**src/rtl/id_ex_if.sv**
```systemverilog
// ID/EX stage bundle: decode-slot inputs, forwarding sources, pipeline controls,
// and the registered execute-side outputs.
// Latency: n/a (wiring only). Backpressure: ex_hold in, stall out.
interface id_ex_if #(
  parameter int CTRL_W = 8
);
  // decode slot
  logic              id_valid;
  logic [2:0]        id_rs1;
  logic [2:0]        id_rs2;
  logic [2:0]        id_rd;
  logic [15:0]       BusA;
  logic [15:0]       BusB;
  logic [15:0]       id_imm;
  logic [CTRL_W-1:0] id_ctrl;
  // forwarding sources
  logic [15:0]       ex_result;
  logic [2:0]        mem_rd;
  logic              mem_reg_write;
  logic [15:0]       mem_result;
  logic [2:0]        wb_rd;
  logic              wb_reg_write;
  logic [15:0]       wb_data;
  // pipeline control
  logic              flush;
  logic              ex_hold;
  logic              stall;
  // execute-side registers
  logic              ex_valid_o;
  logic [15:0]       ex_op_a;
  logic [15:0]       ex_op_b;
  logic [15:0]       ex_imm_o;
  logic [CTRL_W-1:0] ex_ctrl_o;
  logic [2:0]        ex_rd_o;
  logic [15:0]       stall_count;

  // master: decode / hazard side that drives the stage
  modport master (
    output id_valid, id_rs1, id_rs2, id_rd, BusA, BusB, id_imm, id_ctrl,
    output ex_result, mem_rd, mem_reg_write, mem_result,
    output wb_rd, wb_reg_write, wb_data, flush, ex_hold,
    input  stall, ex_valid_o, ex_op_a, ex_op_b, ex_imm_o, ex_ctrl_o, ex_rd_o,
    input  stall_count
  );

  // slave: the ID/EX register stage itself
  modport slave (
    input  id_valid, id_rs1, id_rs2, id_rd, BusA, BusB, id_imm, id_ctrl,
    input  ex_result, mem_rd, mem_reg_write, mem_result,
    input  wb_rd, wb_reg_write, wb_data, flush, ex_hold,
    output stall, ex_valid_o, ex_op_a, ex_op_b, ex_imm_o, ex_ctrl_o, ex_rd_o,
    output stall_count
  );
endinterface

```
**src/rtl/id_ex_stage.sv**
```systemverilog
// ID/EX pipeline register with EX/MEM/WB operand forwarding and load-use hazard bubble.
// Latency: one clock from decode slot to ex_* outputs; stall is combinational.
// Backpressure: ex_hold freezes every output register; stall asks upstream to freeze PC and IF/ID.
// Ports: clk, rst_n (async, active-low), bus (id_ex_if.slave; ctrl bit0 = reg_write, bit1 = mem_read).
module id_ex_stage #(
  parameter int CTRL_W = 8
) (
  input logic   clk,
  input logic   rst_n,
  id_ex_if.slave bus
);

  logic              ex_fwd_en;
  logic              load_use;
  logic              stall_i;
  logic [15:0]       op_a_sel;
  logic [15:0]       op_b_sel;
  logic [CTRL_W-1:0] ctrl_nxt;

  // First match wins: R0, then youngest producer (EX), then MEM, then WB, then register file.
  function automatic logic [15:0] pick_operand(
    input logic [2:0]  rs,
    input logic [15:0] rf_dat,
    input logic        ex_en,
    input logic [2:0]  ex_rd,
    input logic [15:0] ex_dat,
    input logic        mem_en,
    input logic [2:0]  mem_rd,
    input logic [15:0] mem_dat,
    input logic        wb_en,
    input logic [2:0]  wb_rd,
    input logic [15:0] wb_dat
  );
    logic [15:0] res;
    if (rs == 3'd0)                    res = 16'h0000;
    else if (ex_en  && ex_rd  == rs)   res = ex_dat;
    else if (mem_en && mem_rd == rs)   res = mem_dat;
    else if (wb_en  && wb_rd  == rs)   res = wb_dat;
    else                               res = rf_dat;
    return res;
  endfunction

  // A load in EX has no result yet, so it must not forward; it triggers load_use instead.
  assign ex_fwd_en = bus.ex_valid_o & bus.ex_ctrl_o[0] & ~bus.ex_ctrl_o[1];

  assign load_use = bus.id_valid & bus.ex_valid_o & bus.ex_ctrl_o[1] &
                    (bus.ex_rd_o != 3'd0) &
                    ((bus.ex_rd_o == bus.id_rs1) | (bus.ex_rd_o == bus.id_rs2));

  // A flush overrides any freeze request: the entering instruction is dead anyway.
  assign stall_i   = ~bus.flush & (bus.ex_hold | load_use);
  assign bus.stall = stall_i;

  assign op_a_sel = pick_operand(bus.id_rs1, bus.BusA, ex_fwd_en, bus.ex_rd_o, bus.ex_result,
                                 bus.mem_reg_write, bus.mem_rd, bus.mem_result,
                                 bus.wb_reg_write, bus.wb_rd, bus.wb_data);
  assign op_b_sel = pick_operand(bus.id_rs2, bus.BusB, ex_fwd_en, bus.ex_rd_o, bus.ex_result,
                                 bus.mem_reg_write, bus.mem_rd, bus.mem_result,
                                 bus.wb_reg_write, bus.wb_rd, bus.wb_data);

  assign ctrl_nxt = bus.id_valid ? bus.id_ctrl : {CTRL_W{1'b0}};

  always_ff @(posedge clk or negedge rst_n) begin
    if (!rst_n) begin
      bus.ex_valid_o  <= 1'b0;
      bus.ex_op_a     <= 16'h0000;
      bus.ex_op_b     <= 16'h0000;
      bus.ex_imm_o    <= 16'h0000;
      bus.ex_ctrl_o   <= {CTRL_W{1'b0}};
      bus.ex_rd_o     <= 3'd0;
      bus.stall_count <= 16'h0000;
    end else begin
      // Saturating counter of stalled cycles.
      if (stall_i && bus.stall_count != 16'hFFFF) begin
        bus.stall_count <= bus.stall_count + 16'h0001;
      end

      if (bus.flush) begin
        // Operand registers keep their (don't-care) contents.
        bus.ex_valid_o <= 1'b0;
        bus.ex_ctrl_o  <= {CTRL_W{1'b0}};
        bus.ex_rd_o    <= 3'd0;
      end else if (bus.ex_hold) begin
        // Downstream busy: hold everything.
      end else if (load_use) begin
        // Bubble for one cycle; next cycle the load sits in MEM and forwards from there.
        bus.ex_valid_o <= 1'b0;
        bus.ex_ctrl_o  <= {CTRL_W{1'b0}};
        bus.ex_rd_o    <= 3'd0;
      end else begin
        bus.ex_valid_o <= bus.id_valid;
        bus.ex_op_a    <= op_a_sel;
        bus.ex_op_b    <= op_b_sel;
        bus.ex_imm_o   <= bus.id_imm;
        bus.ex_ctrl_o  <= ctrl_nxt;
        bus.ex_rd_o    <= bus.id_rd;
      end
    end
  end

endmodule

```
**src/flat_wrapper.sv**
```systemverilog
// flat-port wrapper written by rule: the top's interface ports become plain ports
module id_ex_stage_flat 
#(
  parameter int CTRL_W = 8
)
  (clk, rst_n, bus_id_valid, bus_id_rs1, bus_id_rs2, bus_id_rd, bus_BusA, bus_BusB, bus_id_imm, bus_id_ctrl, bus_ex_result, bus_mem_rd, bus_mem_reg_write, bus_mem_result, bus_wb_rd, bus_wb_reg_write, bus_wb_data, bus_flush, bus_ex_hold, bus_stall, bus_ex_valid_o, bus_ex_op_a, bus_ex_op_b, bus_ex_imm_o, bus_ex_ctrl_o, bus_ex_rd_o, bus_stall_count);
  id_ex_if #(.CTRL_W(CTRL_W)) bus_i ();
  input logic clk;
  input logic rst_n;
  input wire logic [$bits(bus_i.id_valid)-1:0] bus_id_valid;
  input wire logic [$bits(bus_i.id_rs1)-1:0] bus_id_rs1;
  input wire logic [$bits(bus_i.id_rs2)-1:0] bus_id_rs2;
  input wire logic [$bits(bus_i.id_rd)-1:0] bus_id_rd;
  input wire logic [$bits(bus_i.BusA)-1:0] bus_BusA;
  input wire logic [$bits(bus_i.BusB)-1:0] bus_BusB;
  input wire logic [$bits(bus_i.id_imm)-1:0] bus_id_imm;
  input wire logic [$bits(bus_i.id_ctrl)-1:0] bus_id_ctrl;
  input wire logic [$bits(bus_i.ex_result)-1:0] bus_ex_result;
  input wire logic [$bits(bus_i.mem_rd)-1:0] bus_mem_rd;
  input wire logic [$bits(bus_i.mem_reg_write)-1:0] bus_mem_reg_write;
  input wire logic [$bits(bus_i.mem_result)-1:0] bus_mem_result;
  input wire logic [$bits(bus_i.wb_rd)-1:0] bus_wb_rd;
  input wire logic [$bits(bus_i.wb_reg_write)-1:0] bus_wb_reg_write;
  input wire logic [$bits(bus_i.wb_data)-1:0] bus_wb_data;
  input wire logic [$bits(bus_i.flush)-1:0] bus_flush;
  input wire logic [$bits(bus_i.ex_hold)-1:0] bus_ex_hold;
  output wire logic [$bits(bus_i.stall)-1:0] bus_stall;
  output wire logic [$bits(bus_i.ex_valid_o)-1:0] bus_ex_valid_o;
  output wire logic [$bits(bus_i.ex_op_a)-1:0] bus_ex_op_a;
  output wire logic [$bits(bus_i.ex_op_b)-1:0] bus_ex_op_b;
  output wire logic [$bits(bus_i.ex_imm_o)-1:0] bus_ex_imm_o;
  output wire logic [$bits(bus_i.ex_ctrl_o)-1:0] bus_ex_ctrl_o;
  output wire logic [$bits(bus_i.ex_rd_o)-1:0] bus_ex_rd_o;
  output wire logic [$bits(bus_i.stall_count)-1:0] bus_stall_count;
  assign bus_i.id_valid = bus_id_valid;
  assign bus_i.id_rs1 = bus_id_rs1;
  assign bus_i.id_rs2 = bus_id_rs2;
  assign bus_i.id_rd = bus_id_rd;
  assign bus_i.BusA = bus_BusA;
  assign bus_i.BusB = bus_BusB;
  assign bus_i.id_imm = bus_id_imm;
  assign bus_i.id_ctrl = bus_id_ctrl;
  assign bus_i.ex_result = bus_ex_result;
  assign bus_i.mem_rd = bus_mem_rd;
  assign bus_i.mem_reg_write = bus_mem_reg_write;
  assign bus_i.mem_result = bus_mem_result;
  assign bus_i.wb_rd = bus_wb_rd;
  assign bus_i.wb_reg_write = bus_wb_reg_write;
  assign bus_i.wb_data = bus_wb_data;
  assign bus_i.flush = bus_flush;
  assign bus_i.ex_hold = bus_ex_hold;
  assign bus_stall = bus_i.stall;
  assign bus_ex_valid_o = bus_i.ex_valid_o;
  assign bus_ex_op_a = bus_i.ex_op_a;
  assign bus_ex_op_b = bus_i.ex_op_b;
  assign bus_ex_imm_o = bus_i.ex_imm_o;
  assign bus_ex_ctrl_o = bus_i.ex_ctrl_o;
  assign bus_ex_rd_o = bus_i.ex_rd_o;
  assign bus_stall_count = bus_i.stall_count;
  id_ex_stage #(.CTRL_W(CTRL_W)) u_core (.clk(clk), .rst_n(rst_n), .bus(bus_i));
endmodule
```
**config.mk**
```make
export PLATFORM = sky130hd
export DESIGN_NAME = id_ex_stage_flat
export DESIGN_NICKNAME = d
export VERILOG_FILES = /design/src/rtl/id_ex_if.sv /design/src/rtl/id_ex_stage.sv /design/src/flat_wrapper.sv
export SDC_FILE = /design/constraint.sdc
export NUM_CORES = 1
export LEC_CHECK = 0
export CORE_ASPECT_RATIO = 2
export CORE_UTILIZATION = 30
export CTS_CLUSTER_DIAMETER = 60
export CTS_CLUSTER_SIZE = 24
export DETAILED_ROUTE_END_ITERATION = 6
export GPL_ROUTABILITY_DRIVEN = 0
export SETUP_SLACK_MARGIN = 0.3
export SYNTH_ARGS = -nofsm -noshare
export SYNTH_HDL_FRONTEND = slang
export SYNTH_SLANG_ARGS = --single-unit
```
**constraint.sdc**
```tcl
create_clock -name clk -period 2.6 [get_ports clk]
set_input_delay 0.26 -clock clk [delete_from_list [all_inputs] [get_ports clk]]
set_output_delay 0.26 -clock clk [all_outputs]
set_load 0.02 [all_outputs]
```
==> flow_summary_export.csv, run 1 <==
group,metric,value,unit
yosys,synth-main-ff-cell,"dfrtp_1",
min_path,hold_class,"input port to async pin",
layout,final_cell_mix,"clkdlybuf4s50_1 (200), dfrtp_1 (76), nand2_1 (73)",
layout,diodes,0,
die,io-pin-count,203,
yosys,yosys_warnings,0,
clock_tree,clock_path_buffers,2,
yosys,synth_edf_count,0,
clock_tree,post-cts-setup-buffers,0,
yosys,synth-seq-area-share,45.5,%
clock_tree,cts.sinks,76,
layout,fillers,1256,
layout,layout_commonest_cell,"clkdlybuf4s50_1",
die,core,0.0135,sq mm
die,rows,60,
run_status,status,"finished, final reports clean",
detailed_routing,drc_errors,0,
die,dieArea,0.0144,sq mm
global_routing,gr-total-overflow,0,
timing,fin_crit_sh,82.8,%
timing,tightest_slew,0.975,ns
yosys,synthesis.nets,508,
layout,multi_input_area,0.00213,sq mm
place,dp_hpwl,11400,microns
die,die_y,169,microns
timing,slew_headroom,35.0,%
clock_tree,cts_made_buffers,9,
timing,setup-tns-final,0,ns
layout,syn2layout_area_growth,62.0,%
die,chipWidth,85.4,microns
yosys,async_flop_share,100,%
critical_path,cp-start-kind,"register",
critical_path,arrival,2.41,ns
layout,seqCellArea,0.00190,sq mm
critical_path,worstSetupPathType,"register to register",
detailed_routing,post_drt_via_cell_ratio,5.21,
die,start_util,30.9,%
detailed_routing,antenna_left,0,
clock_tree,h-tree-depth,3,
timing,final_hold_viol_count,0,
global_routing,grt_use_total,20.4,%
timing,max_freq,465,MHz
yosys,syn_area,0.00418,sq mm
detailed_routing,wire_per_inst,19.5,microns
pwr,power_per_cell_area,593,mW/mm^2
detailed_routing,dr.pass1.iters,4,
timing,rsz0062_at_grt,"no",
clock_tree,cts_tree,"built",
yosys,avgSynthCellArea,11.0,sq um
clock_tree,postCtsHoldBufs,0,
detailed_routing,drt_wl_total,14600,microns
critical_path,crit_fanout,25,
layout,nNetsFinal,718,
clock_tree,clkLatencyLatePin,0.33,ns
timing,fin_skew,0.00501,ns
pwr,power.leakage,0.00294,uW
detailed_routing,drt_iter0_markers,175,
clock_tree,cts_root_buf,"clkbuf_16",
timing,min_period,2.15,ns
yosys,syn_inst,381,
yosys,yosysUniqueCellTypes,37,
pwr,vdd_drop_max,0.000415,V
critical_path,cp-end-kind,"register",
timing,setup_viol,0,
global_routing,grt_pass1_vias,4098,
layout,final_core_util,50.1,%
global_routing,grt_pass1_wl,22200,microns
global_routing,grt_start_max_net_pins,77,
job,drv_cap,0,
detailed_routing,num_vias,3916,
place,portBuffers,202,
critical_path,crit_required,2.86,ns
critical_path,r2r_setup_slack,0.45,ns
timing,slew_violations,0,
clock_tree,path_clk_slew,0.06,ns
layout,layout-drive-gt1-share,10.9,%
global_routing,antenna_found_initial,0,
yosys,ys_ff_latch,76,
## worst max-delay path: stages, from the launching register on
cell,delay [ns]
dfrtp_1,0.43
or3_1,0.35
nand4_1,0.10
a21oi_1,0.05
buf_4,0.14
or3_4,0.40
buf_12,0.20
nor2_8,0.22
a22o_1,0.18
## layer usage
layer | share of wire [%] | global-route usage, %
met1 | 33 | 20.1
met2 | 56 | 38.3
met3 | 5.9 | 4.29
met4 | 4.9 | 12.1
met5 | 0 | 0
## synth_stat cells, types with 2 or more instances
library cell / count / area [sq um]
a22o_1: 40 / 350
and3_1: 6 / 37.5
and4_1: 3 / 26.3
buf_2: 8 / 40.0
buf_6: 4 / 45.0
clkbuf_1: 9 / 33.8
clkbuf_2: 2 / 10.0
dfrtp_1: 76 / 1900
inv_1: 4 / 15.0
mux2_2: 2 / 22.5
mux2_4: 15 / 225
mux2i_1: 32 / 320
nand2_1: 73 / 274
nand3_1: 8 / 40.0
nand4_1: 5 / 31.3
nand4_2: 2 / 25.0
nor2_1: 4 / 15.0
nor2_8: 2 / 40.0
nor3_1: 2 / 10.0
nor3_2: 2 / 20.0
o21ai_0: 3 / 15.0
o221ai_1: 32 / 280
or3_1: 2 / 12.5
xnor2_1: 28 / 245
xor2_1: 5 / 43.8
## state kept, by name, indices dropped and copies added (netlist names)
register and flops:
u_core.bus.stall_count 16, u_core.bus.ex_op_a 16, u_core.bus.ex_imm_o 16, u_core.bus.ex_rd_o 3, u_core.bus.ex_valid_o 1, u_core.bus.ex_op_b 16, u_core.bus.ex_ctrl_o 8
## where the power goes
part           switching [uW]  total (uW)  leakage [uW]  internal [uW]
Clock                     488        1260      0.000146            773
Combinational             572        1270       0.00183            695
Sequential                136        1480      0.000966           1350
Total                    1200        4010       0.00294           2820
## per-stage QoR
stage	cells	area [sq um]	setup slack [ns]	hold slack [ns]	power [uW]
2_1_floorplan	381	4180	0.514	-0.0356	2050
3_3_place_gp	735	6460	0.0663	0.466	2760
3_5_place_dp	735	6460	0.0222	0.481	2780
4_1_cts	751	6770	0.394	0.126	4070
5_1_grt	751	6770	0.310	0.162	4200
6_report	751	6770	0.448	0.0697	4010
## worst paths after layout
check,startpoint,end,cells after the start
max in group asynchronous,rst_n,u_core.bus.ex_imm_o[10],1
worst max register to register,u_core.bus.ex_rd_o[2],u_core.bus.ex_op_a[8],8
worst max-delay path,u_core.bus.ex_rd_o[2],u_core.bus.ex_op_a[8],8
min in group clk,bus_id_rd[0],u_core.bus.ex_rd_o[0],3
worst min register to register,u_core.bus.stall_count[10],u_core.bus.stall_count[10],1
worst min-delay path,rst_n,u_core.bus.ex_rd_o[1],1
## what timing repair did
item,in CTS,in global routing
resized for setup,2,1
endpoints found under the setup margin,25,4
pin swaps,0,1
## area by class of cell
class                           instances  share of cell area, %
Multi-Input combinational cell        277                   31.4
Sequential cell                        76                   28.1
Tap cell                              155                   2.87
Clock inverter                          5                  0.887
Timing Repair Buffer                  223                   32.9
Inverter                                4                  0.222
Clock buffer                           11                   3.59
## kinds of logic (layout without fill, tap and decap cells)
| family | count (synthesis) | count (layout) | synth area share (%) |
|---|---|---|---|
| buf+inv | 28 | 243 | 3.80 |
| flops | 76 | 76 | 45.5 |
| compound gates | 79 | 79 | 16.1 |
| xor+xnor | 33 | 33 | 6.92 |
| simple gates | 115 | 115 | 13.8 |
| mux | 49 | 49 | 13.6 |
| fa+ha+maj | 1 | 1 | 0.299 |
Note: power is estimated with default switching activity, not from simulation.
==> run 2, diff against run 1 <==
clock period = 2.1 ns   (was 2.6 ns; I/O delays follow)
==> flow_summary_export.csv, run 2 (same netlist as run 1, synthesis figures left out) <==
group,metric,value,unit
run_status,status,"finished, violations left",
run_status,violations,"negative setup slack",
clock_tree,cts_root_buf,"clkbuf_16",
critical_path,crit_family,"simple AND/OR/NAND/NOR gates",
place,place_inst,759,
global_routing,antenna_found_initial,0,
critical_path,crit_required,2.32,ns
detailed_routing,num_vias,4113,
timing,rsz0062_at_grt,"yes",
die,core,0.0135,sq mm
pwr,power_per_cell_area,718,mW/mm^2
global_routing,gr-total-overflow,0,
critical_path,r2r_end,"u_core.bus.ex_imm_o[12]",
critical_path,worstSetupPathDepth,7,
critical_path,r2r_cells,7,
clock_tree,cts_tree,"built",
critical_path,worstSetupPathType,"register to register",
detailed_routing,drt_iter0_markers,268,
detailed_routing,dr.pass1.iters,4,
die,io-pin-count,203,
global_routing,grt_pass1_wl,24300,microns
place,portBuffers,202,
die,rows,60,
pwr,vdd_drop_max,0.000520,V
timing,slew_headroom,70.2,%
timing,tightest_slew,0.447,ns
critical_path,cp-end-kind,"register",
die,start_util,30.9,%
detailed_routing,post_drt_via_cell_ratio,5.23,
critical_path,arrival,2.34,ns
timing,min_period,2.11,ns
clock_tree,h-tree-depth,3,
detailed_routing,drt_wl_total,15900,microns
critical_path,r2r_start,"u_core.bus.ex_rd_o[0]",
die,dieArea,0.0144,sq mm
detailed_routing,antenna_left,0,
clock_tree,path_clk_slew,0.06,ns
global_routing,grt_start_max_net_pins,35,
timing,setup_viol,17,
place,dp_hpwl,12100,microns
timing,final_hold_viol_count,0,
timing,fin_skew,0.00705,ns
clock_tree,clock_path_buffers,2,
critical_path,r2r_setup_slack,-0.01,ns
critical_path,worstPathCellList,"or3_1 -> nand4_1 -> a21oi_4 -> buf_6 -> or3_4 -> buf_12 -> mux2_4",
layout,syn2layout_area_growth,75.4,%
timing,setup_ws,-0.0127,ns
timing,max_freq,473,MHz
timing,fin_crit_sh,101,%
critical_path,cp-start-kind,"register",
layout,finalNonFillerCells,787,
min_path,hold_class,"input port to async pin",
clock_tree,cts.sinks,76,
clock_tree,clkLatencyLatePin,0.34,ns
timing,setup-tns-final,-0.0750,ns
timing,hold_ws,0.360,ns
layout,nNetsFinal,754,
global_routing,grt_use_total,22.3,%
critical_path,crit_fanout,29,
pwr,power.leakage,0.00321,uW
layout,layout-drive-gt1-share,20.6,%
layout,diodes,0,
job,drv_cap,0,
timing,slew_violations,0,
detailed_routing,drc_errors,0,
critical_path,cp_slowest_cell,"dfrtp_2",
global_routing,grt_pass1_vias,4544,
clock_tree,cts_made_buffers,9,
layout,final_cell_mix,"clkdlybuf4s50_1 (200), dfrtp_1 (72), nand2_1 (69)",
critical_path,critPathBufInv,2,
die,chipWidth,85.4,microns
layout,layout_commonest_cell,"clkdlybuf4s50_1",
die,die_y,169,microns
critical_path,slowest_delay,0.40,ns
detailed_routing,wire_per_inst,20.2,microns
## run 2: cell count changes in the layout (fill, tap and decap cells not counted), sizes merged
cell and change:
inv +3, clkinvlp -1, bufbuf +2, clkinv -2, clkdlybuf4s15 -1, buf +31
dlygate4sd3 +1, nor2 +3
## run 2: metal layers
layer / wire (microns) / share of wire (%) / vias up / GRT usage (%)
li1: - / - / 1906 / -
met1: 5410 / 34 / 1994 / 22.1
met2: 8660 / 54 / 181 / 41.5
met3: 1060 / 6.7 / 32 / 5.56
met4: 765 / 4.8 / 0 / 12.1
met5: 0 / 0 / - / 0
## run 2: worst max-delay path by stage
stage / from / endpoint
after floorplan: u_core.bus.ex_rd_o[0] / u_core.bus.ex_imm_o[10]
after global placement: bus_id_rs1[0] / u_core.bus.ex_op_b[11]
after detailed placement: bus_id_rs2[0] / u_core.bus.ex_op_b[13]
after CTS: u_core.bus.ex_rd_o[0] / u_core.bus.ex_op_a[14]
after global routing: u_core.bus.ex_rd_o[0] / u_core.bus.ex_op_b[0]
final: u_core.bus.ex_rd_o[0] / u_core.bus.ex_imm_o[12]
## run 2: worst reg2reg max path, stage by stage (launching register included)
cell     delay, ns
dfrtp_2       0.40
or3_1         0.37
nand4_1       0.14
a21oi_4       0.05
buf_6         0.12
or3_4         0.38
buf_12        0.19
mux2_4        0.35
## run 2: final cells by class
type / count / area [sq um]
multi-input cells: 280 / 2300
fillers: 1202 / 6190
flip-flops and latches: 76 / 1910
clock buffers: 11 / 253
repair buffers: 256 / 2590
inverters: 4 / 15.0
clock inverters: 5 / 65.1
well taps: 155 / 194
## run 2: through the flow
step           worst slack [ns]  area, sq um  total power (uW)  utilization [%]
3_5_place_dp             -0.399         6720              3540             49.7
4_1_cts                 -0.0217         7280              5280             53.9
3_3_place_gp             -0.320         6720              3520             49.7
6_report                -0.0127         7330              5260             54.2
2_1_floorplan            0.0783         4250              2590                -
5_1_grt                 -0.0664         7330              5500             54.2
## run 2: report_power, final
| part | switching [uW] | internal, uW |
|---|---|---|
| registers | 180 | 1670 |
| logic | 766 | 1000 |
| clock network | 639 | 1000 |
| total | 1590 | 3680 |
## run 2: timing repair
action	CTS	global route
resized for setup	30	4
endpoints found under the hold margin	31	0
pin swaps	23	17
endpoints found under the setup margin	77	77
gates cloned	6	0
buffers inserted	2	3
hold buffers	1	0
==> run 3, diff against run 2 <==
--- a/config.mk
+++ b/config.mk
@@ -7,2 +7,3 @@
 export LEC_CHECK = 0
+export ABC_AREA = 1
 export CORE_ASPECT_RATIO = 2
--- a/constraint.sdc
+++ b/constraint.sdc
@@ -3,2 +3,2 @@
 set_output_delay 0.21 -clock clk [all_outputs]
-set_load 0.02 [all_outputs]
+set_load 0.005 [all_outputs]
==> flow_summary_export.csv, run 3 <==
group,metric,value,unit
layout,layout-drive-gt1-share,10.3,%
timing,fin_crit_sh,83.4,%
yosys,syn_area,0.00483,sq mm
critical_path,worstSetupPathType,"register to output port",
yosys,synthMuxAreaShare,0,%
yosys,synthesis.nets,863,
yosys,netlist_top_cells_area,"dfrtp_1 (39%), nand2_1 (24%), nand3_1 (16%), inv_1 (7.2%), xor2_1 (2.0%)",
layout,final_cell_area,0.00776,sq mm
clock_tree,h-tree-depth,3,
yosys,async_flop_share,100,%
clock_tree,clkLatencyLatePin,0.33,ns
yosys,synth_compound_area_share,1.61,%
timing,final_hold_viol_count,0,
layout,fillers,1592,
yosys,syn_inst,736,
timing,slew_headroom,65.8,%
die,die_y,181,microns
yosys,synth_top_family_by_area,"simple AND/OR/NAND/NOR gates",
timing,min_period,1.75,ns
critical_path,crit_top_cell,"nand2_2",
pwr,power_per_cell_area,598,mW/mm^2
critical_path,startpoint,"u_core.bus.ex_rd_o[1]",
critical_path,cp-end-kind,"output port",
detailed_routing,drc_errors,0,
clock_tree,clock_path_buffers,2,
detailed_routing,post_drt_via_cell_ratio,4.56,
place,postPlaceCellArea,0.00723,sq mm
global_routing,grt_pass1_wl,26400,microns
yosys,synth_edf_count,0,
critical_path,cp-start-kind,"register",
global_routing,gr-total-overflow,0,
layout,syn2layout_area_growth,60.8,%
timing,hold_ws,0.394,ns
yosys,yosysTopAreaCellShare,39.4,%
detailed_routing,drt_iter0_markers,209,
critical_path,worstPathCellList,"inv_2 -> nand2_1 -> nand2_2 -> nand3_2 -> nand2_2 -> nand2_4 -> a21oi_4 -> buf_2",
yosys,synth-xor-area-share,3.27,%
critical_path,crit_required,1.89,ns
yosys,avgSynthCellArea,6.56,sq um
layout,nNetsFinal,1090,
layout,layout_commonest_cell,"nand2_1",
yosys,synthAdderAreaFrac,0.259,%
clock_tree,cts_tree,"built",
critical_path,r2r_start,"u_core.bus.ex_rd_o[1]",
die,core,0.0158,sq mm
clock_tree,cts_root_buf,"clkbuf_16",
timing,setup_ws,0.348,ns
global_routing,grt_pass1_vias,5193,
global_routing,grt_start_max_net_pins,41,
detailed_routing,antenna_left,0,
yosys,synthSimpleGateAreaFrac,44.9,%
global_routing,grt_use_total,20.5,%
die,chipWidth,91.7,microns
layout,final_cell_mix,"nand2_1 (297), clkdlybuf4s50_1 (199), nand3_1 (155)",
place,place_worst_setup_slack,-0.0599,ns
die,io-pin-count,203,
layout,multi_input_area,0.00250,sq mm
critical_path,arrival,1.54,ns
clock_tree,cts.sinks,76,
yosys,ys_ff_latch,76,
layout,seqCellArea,0.00191,sq mm
yosys,yosys-top-cells-count,"nand2_1 (303), nand3_1 (159), inv_1 (92)",
min_path,hold_class,"input port to async pin",
timing,max_freq,571,MHz
global_routing,antenna_found_initial,1,
die,start_util,30.6,%
detailed_routing,drt_wl_total,17200,microns
yosys,synth-main-ff-cell,"dfrtp_1",
timing,slew_violations,0,
critical_path,cp_slowest_cell,"dfrtp_2",
timing,setup_viol,0,
critical_path,slowest_delay,0.45,ns
clock_tree,path_clk_slew,0.06,ns
place,portBuffers,202,
critical_path,r2r_setup_slack,0.45,ns
die,rows,65,
die,dieArea,0.0166,sq mm
run_status,status,"finished, final reports clean",
place,dp_hpwl,13600,microns
clock_tree,cts_made_buffers,9,
yosys,synth.largest_area_cell,"dfrtp_1",
yosys,yosys_warnings,0,
detailed_routing,wire_per_inst,14.7,microns
timing,fin_skew,0.00703,ns
pwr,power.leakage,0.00387,uW
yosys,yosysUniqueCellTypes,28,
timing,rsz0062_at_grt,"yes",
detailed_routing,dr.pass1.iters,5,
yosys,yosysMostFrequentCell,"nand2_1",
timing,tightest_slew,0.513,ns
detailed_routing,num_vias,5333,
yosys,synth-seq-area-share,39.4,%
pwr,vdd_drop_max,0.000293,V
critical_path,crit_fanout,4,
job,drv_cap,0,
[run 3: changes by cell type in the layout (fill, tap and decap cells not counted), moves of 16 or more]
| cell | delta |
|---|---|
| a22o_1 | -40 |
| inv_1 | +83 |
| mux2_4 | -16 |
| mux2i_1 | -32 |
| nand2_1 | +228 |
| nand3_1 | +153 |
| o221ai_1 | -32 |
| xnor2_1 | -18 |
[run 3: repair_timing]
| action | 4_1_cts | 5_1_grt |
|---|---|---|
| endpoints found under the setup margin | 7 | 69 |
| hold buffers | 1 | 0 |
| buffers inserted | 2 | 5 |
| endpoints found under the hold margin | 36 | 0 |
| cloned | 0 | 2 |
| pin swaps | 4 | 5 |
| gates resized for setup | 9 | 34 |
[run 3: metrics by stage]
stage	utilization (%)	TNS [ns]	total power (uW)	instances
final	49.2	0	4640	1170
after global routing	49.2	0	4890	1170
after CTS	48.0	0	4620	1162
after detailed placement	45.8	-0.0599	3110	1143
after global placement	45.8	-0.0361	3100	1143
after floorplan	-	0	2260	736
[run 3: routing by layer]
layer | GRT usage (%) | up-vias | share of wire (%)
li1 | - | 2748 | -
met1 | 21.4 | 2379 | 36
met2 | 39.8 | 177 | 57
met3 | 2.15 | 29 | 3.6
met4 | 9.21 | 0 | 4.0
met5 | 0 | - | 0
[run 3: final timing paths]
| check | to | cells after the start |
|---|---|---|
| worst max-delay path | bus_stall | 8 |
| worst min-delay path | u_core.bus.ex_ctrl_o[2] | 2 |
| worst max register to register | u_core.bus.ex_op_b[6] | 10 |
| worst min register to register | u_core.bus.ex_op_b[3] | 2 |
| max in group asynchronous | u_core.bus.ex_imm_o[8] | 3 |
| min in group clk | u_core.bus.ex_ctrl_o[6] | 3 |
[run 3: report_power, final]
group | switching (uW) | total (uW) | internal (uW)
Sequential | 132 | 1780 | 1640
Combinational | 600 | 1380 | 779
Clock | 590 | 1480 | 891
[run 3: cell type report]
cell class	count	share of cell area (%)
timing repair inverter	1	0.0967
clock inverter	4	0.290
multi-input combinational	536	32.3
tap	201	3.24
timing repair buffer	242	31.3
inverter	97	4.82
antenna	1	0.0322
sequential	76	24.6
clock buffer	12	3.43
[run 3: worst max-delay path, delay by kind of cell (launching register included)]
| kind | cells | cell delay, ns |
|---|---|---|
| flip-flops | 1 | 0.45 |
| buffers and inverters | 2 | 0.22 |
| AND/OR/NAND/NOR | 5 | 0.39 |
| AO/OA/AOI/OAI | 1 | 0.15 |
[run 3: cells by family after synthesis]
logic type      after synthesis
compound gates               15
simple gates                502
flops                        76
fa+ha+maj                     1
buf+inv                     124
xor+xnor                     18
